$ cat src/rtl/f_mul_arbiter.sv
// Round-robin arbiter sharing one fixed-latency pipelined FP multiplier among NREQ requesters.
// Optional statistics counters are enabled with `define F_MUL_ARBITER_STATS_EN.
module f_mul_arbiter #(
    parameter int DATA_W  = 32,
    parameter int NREQ    = 4,
    parameter int ID_W    = 2,
    parameter int MUL_LAT = 4
) (
    input  logic                   clk,
    input  logic                   rst,
    input  logic                   running,
    input  logic                   run,
    input  logic [NREQ-1:0]        req_valid,
    input  logic [NREQ*DATA_W-1:0] req_a,
    input  logic [NREQ*DATA_W-1:0] req_b,
    output logic [NREQ-1:0]        req_ready,
    output logic [DATA_W-1:0]      mul_a,
    output logic [DATA_W-1:0]      mul_b,
    input  logic [DATA_W-1:0]      mul_res,
    output logic                   res_valid,
    output logic [ID_W-1:0]        res_id,
    output logic [DATA_W-1:0]      res_data,
    output logic                   busy
`ifdef F_MUL_ARBITER_STATS_EN
    ,
    output logic [31:0]            issue_count,
    output logic [31:0]            conflict_count
`endif
);

    localparam logic [ID_W-1:0] LAST_INIT = ID_W'(NREQ - 1);

    logic [ID_W-1:0]   last;
    logic              grant_en;
    logic              grant_any;
    logic [ID_W-1:0]   grant_id;
    logic [DATA_W-1:0] sel_a;
    logic [DATA_W-1:0] sel_b;
    logic [MUL_LAT:0]  tag_valid;
    logic [ID_W-1:0]   tag_id [MUL_LAT+1];

    // rst is included so the grant drops the instant reset is asserted.
    assign grant_en = running & ~run & ~rst;

    always_comb begin
        int idx;
        req_ready = '0;
        grant_id  = '0;
        grant_any = 1'b0;
        idx       = 0;
        if (grant_en) begin
            for (int k = 1; k <= NREQ; k++) begin
                idx = (int'(last) + k) % NREQ;
                for (int i = 0; i < NREQ; i++) begin
                    if (!grant_any && (i == idx) && req_valid[i]) begin
                        req_ready[i] = 1'b1;
                        grant_id     = ID_W'(i);
                        grant_any    = 1'b1;
                    end
                end
            end
        end
    end

    always_comb begin
        sel_a = '0;
        sel_b = '0;
        for (int i = 0; i < NREQ; i++) begin
            if (req_ready[i]) begin
                sel_a = req_a[i*DATA_W +: DATA_W];
                sel_b = req_b[i*DATA_W +: DATA_W];
            end
        end
    end

    always_ff @(posedge clk or posedge rst) begin
        if (rst) begin
            mul_a <= '0;
            mul_b <= '0;
            last  <= LAST_INIT;
        end else if (run) begin
            last <= LAST_INIT;
        end else if (grant_any) begin
            mul_a <= sel_a;
            mul_b <= sel_b;
            last  <= grant_id;
        end
    end

    // The multiplier never stalls, so the tag pipeline shifts every cycle.
    always_ff @(posedge clk or posedge rst) begin
        if (rst) begin
            tag_valid <= '0;
            for (int s = 0; s <= MUL_LAT; s++) tag_id[s] <= '0;
        end else if (run) begin
            tag_valid <= '0;
        end else begin
            tag_valid <= {tag_valid[MUL_LAT-1:0], grant_any};
            tag_id[0] <= grant_id;
            for (int s = 1; s <= MUL_LAT; s++) tag_id[s] <= tag_id[s-1];
        end
    end

    assign res_valid = tag_valid[MUL_LAT];
    assign res_id    = res_valid ? tag_id[MUL_LAT] : '0;
    assign res_data  = res_valid ? mul_res : '0;
    assign busy      = |tag_valid;

`ifdef F_MUL_ARBITER_STATS_EN
    logic multi_req;
    assign multi_req = ($countones(req_valid) > 1);

    always_ff @(posedge clk or posedge rst) begin
        if (rst) begin
            issue_count    <= '0;
            conflict_count <= '0;
        end else if (run) begin
            issue_count    <= '0;
            conflict_count <= '0;
        end else begin
            if (grant_any && (issue_count != '1)) issue_count <= issue_count + 32'd1;
            if (grant_en && multi_req && (conflict_count != '1))
                conflict_count <= conflict_count + 32'd1;
        end
    end
`endif

endmodule

$ cat config.mk
export PLATFORM = sky130hd
export DESIGN_NAME = f_mul_arbiter
export DESIGN_NICKNAME = d
export VERILOG_FILES = /design/src/rtl/f_mul_arbiter.sv
export SDC_FILE = /design/constraint.sdc
export NUM_CORES = 1
export LEC_CHECK = 0
export ABC_AREA = 1
export ABC_CLOCK_PERIOD_IN_PS = 11100
export BUFFER_PORTS_ARGS = -buffer_cell sky130_fd_sc_hd__buf_2
export CAP_MARGIN = 0
export CORE_AREA = 5 5 150 152
export CTS_BUF_LIST = sky130_fd_sc_hd__clkbuf_8
export DETAILED_ROUTE_END_ITERATION = 12
export DIE_AREA = 0 0 155 157
export GPL_TIMING_DRIVEN = 1
export SLEW_MARGIN = 10
export SYNTH_ARGS = -nofsm -noshare
export SYNTH_HDL_FRONTEND = slang
export SYNTH_SLANG_ARGS = --single-unit
$ cat constraint.sdc
create_clock -name clk -period 11.1 [get_ports clk]
set_clock_uncertainty 0.15 [all_clocks]
set_input_delay 2.22 -clock clk [delete_from_list [all_inputs] [get_ports clk]]
set_output_delay 2.22 -clock clk [all_outputs]
set_load 0.02 [all_outputs]
# Yosys cells after proc, flatten, opt, wreduce, memory -nomap -nowiden
# Index checks and enable logic that the tools add are counted.
# classes
n_addsub,4
n_mul,0
div_mod_pow,0
order_cmp,0
eq_ne,12
n_shift,0
n_mux,77
n_bitwise,8
reduce_logical,57
# ops
operator,n
$mux 32,9
$logic_not 32->1,4
$mux 1,48
$mux 2,18
$logic_and 1x1->1,31
$eq 3x3->1 const A,8
$logic_not 1->1,15
$eq 2x3->1 const A,4
$reduce_or 2->1,4
$mux 5,1
$reduce_or 5->1,1
$add 2x1->2 const B,2
$add 2x2->2 const B,2
$and 1x1->1 const A,4
$mux 4,1
$and 1x1->1,2
$not 1->1,2
$reduce_and 2->1,1
$reduce_bool 2->1,1
# totals
ff_bits,81
latch_bits,0
mem_bits_rw,0
rom_bits,0
inputBits,296
mem_count,0

# Logic depth before layout (Yosys ltp)
# logic_depth
ltp_word,86
ltp_mapped,16

# Least setup slack after synthesis
# No wires, ideal clock.
# synth_path
path_type,input to output
start,input rst
end,output req_ready[2]
arrival_time_ns,5.348
t_required_ns,8.730
path_slack_ns,3.382
stages,7
path_buffers,2
path_cell_list,inv_1 nand3_1 inv_1 nand2_1 buf_2 buf_2 inv_1
# synth_via
elab_chain_len,3
# synth_lines
item,line,source
start: declaration,10,"input logic rst,"
$not 1->1,43,assign grant_en = running & ~run & ~rst;
$and 1x1->1,43,
$mux 4,51,if (grant_en) begin
end: declaration,16,"output logic [NREQ-1:0] req_ready,"
# Every way passes these cells.

# Worst setup path in the final report
# Ends and elaborated chain as after synthesis.

==> results.md <==
* Status: finished, final reports clean
* RSZ-0062 raised after global routing: false
* Post-synth top cells: nand2_1 (202), nand3_1 (149), nor2_1 (147), inv_1 (127), dfrtp_1 (79)
* Crit share post-route at 60.1%
* Share of layout cells above drive strength 1 at 43.5%
* Final instance area at 8370 sq um
* IO Port Bufs at 399
* Final-stage net count at 1569
* Initial antenna violation count at 1
* Core area at 20900 sq um
* Maxcap violations at 0
* Seq/Total Area, Yosys at 33.5%
* Setup TNS at 0 ns
* Area leader, netlist: dfrtp_1
* Count leader, synth: nand2_1
* Max layer used: met4
* Post-DP HPWL at 18100 um
* Final hold violations at 0
* Met2 wire length at 11800 um
* Slew Viols, Final at 0
* Met1 WL at 8960 um
* ANT nets after route at 0
* EDFF count, synth at 0
* FFs w/ async S/R, synth at 100%
* Initial Util at 29.0%
* Clock latency on the worst-skew pair at 0.36 ns
* Peak VDD IR at 53.9 uV
* Avg Cell Area, Syn at 6.68 sq um
* WL/cell at 15.0 um
* Max Clk Rate at 150 MHz
* Pre-CTS setup slack at 4.35 ns
* Vias at 6937
* Cell Rows at 53
* I/O pin count at 400
* Drt initial violations at 331
* Total Die Area at 24300 sq um
* Synth Area in Adders at 0%
* Gr ovfl total at 0
* Clock sink count at 81
* Pwr dens at 136 nW/um^2
* Slew HR at 32.5%
* Synthesis Warnings at 0
* Crit path DAT at 4.30 ns
* Vias in the first global route at 6774
* Global-route wire length before repair at 35300 um
* Pin count of the biggest net entering global routing at 78
* Syn Nets at 1203
* Worst Reg-to-Reg Cells at 16
* Die Y at 157 um
* Vias per cell at 4.46
* Drt pass-1 iters at 4
* Hold Path Class: register to register
* Synth Cell Area at 6060 sq um
* Die Wd at 155 um
* Final WS setup at 4.43 ns
* CP Capture Type: primary output
* Htree depth at 3
* Cell Area, Placed at 8180 sq um
* Resized Gates After CTS at 0
* Final setup fails at 0
* Yosys cell types at 26
* Clk buf depth at 2
* Cells after Synth at 907
* Synth top area cells: dfrtp_1 (33%), nand2_1 (13%), nand3_1 (12%)
* Req. time, crit path at 8.73 ns
* Clock-pin slew on the worst setup and hold paths at 0.08 ns
* Main synth FF type: dfrtp_1
* Metal3 WL at 2050 um
* Setup Fix Bufs, Post-CTS at 0
* Simple-gate share of the synthesized area at 52.7%
* Fin crit period at 6.67 ns
* Routability congestion estimate at 0.895
* Yosys top cell area share at 32.6%
* Root Driver: clkbuf_8
* Crit-path max FO at 55
* Routed wire length at 23300 um
* Largest family of logic cells by synthesized area: simple AND/OR/NAND/NOR gates
* Startpoint types: input port
* Total track usage at 18.2%
* Worst Tran Pin Value at 1.01 ns
* Mux cell area share after synthesis at 0%
* Critical path class: input port to primary output
* Fill cells at 2239
* #FFs+latches synth at 81
* Lkg Pwr at 5.43 nW
* Hold path depth at 2
* Post-Synth XOR/XNOR Area at 0%
* CTS buffer count at 9
* Synth Area in Compound Gates at 1.09%
* P&R area growth vs syn at 38.1%
* Total Power at 1.13 mW
* DRC Markers at 0
* # hold bufs at CTS at 0
* CTS tree: done
placed cells by master, fill, tap and decap left out, drive strengths merged, types with 4 or more instances in the layout:
master	n
buf	407
nand2	266
nand3	208
nor2	150
inv	129
dfrtp	79
clkbuf	9
nand4	6
nor3	5
a21oi	4
power breakdown:
part | leakage (nW) | total (mW) | internal [mW] | switching [mW]
Sequential | 1.03 | 0.431 | 0.382 | 0.0490
Clock | 0.103 | 0.209 | 0.101 | 0.108
Combinational | 4.30 | 0.495 | 0.177 | 0.318
layer usage:
layer	vias to the layer above	track usage [%]
met5	-	0
met4	0	6.69
met3	33	4.67
met2	281	32.3
met1	3099	21.3
li1	3524	-
sequential cells by signal, indices dropped and copies added (netlist names):
| name | cells |
|---|---|
| mul_a | 32 |
| mul_b | 32 |
| tag_valid | 5 |
| tag_id | 10 |
| last | 2 |
per-stage QoR:
step	hold slack, ns	cells	utilization [%]
2_1_floorplan	0.292	907	-
3_3_place_gp	0.303	1537	39.2
3_5_place_dp	0.306	1537	39.2
4_1_cts	0.328	1553	40.0
5_1_grt	0.361	1554	40.1
6_report	0.323	1554	40.1
cell families after synthesis:
logic type,count (synthesis)
buf+inv,179
flops,81
compound gates,10
simple gates,637
cell type report:
cell class | count | area, sq um | share of cell area, %
repair buffers | 407 | 2060 | 24.6
diodes | 1 | 2.50 | 0.0299
flip-flops and latches | 81 | 2030 | 24.3
inverters | 127 | 480 | 5.74
clock inverters | 7 | 58.8 | 0.703
clock buffers | 9 | 124 | 1.48
multi-input cells | 647 | 3270 | 39.1
well taps | 275 | 344 | 4.11
worst max-delay path: stages:
cell,delay (ns)
buf_2,0.10
clkinv_2,0.44
nand3_1,0.50
inv_4,0.62
nand2_2,0.15
inv_1,0.08
buf_2,0.16
path summary, 6_finish.rpt:
path / from / end / slack, ns
setup / recovery: rst / req_ready[2] / 4.43
hold / removal: tag_id[7] / tag_id[5] / 0.32
setup reg to reg: last[1] / mul_b[27] / 7.64
hold reg to reg: tag_id[7] / tag_id[5] / 0.32
max in group asynchronous: rst / mul_b[6] / 7.97
min in group asynchronous: rst / mul_a[14] / 1.77
Note: power is estimated with default switching activity, not from simulation.
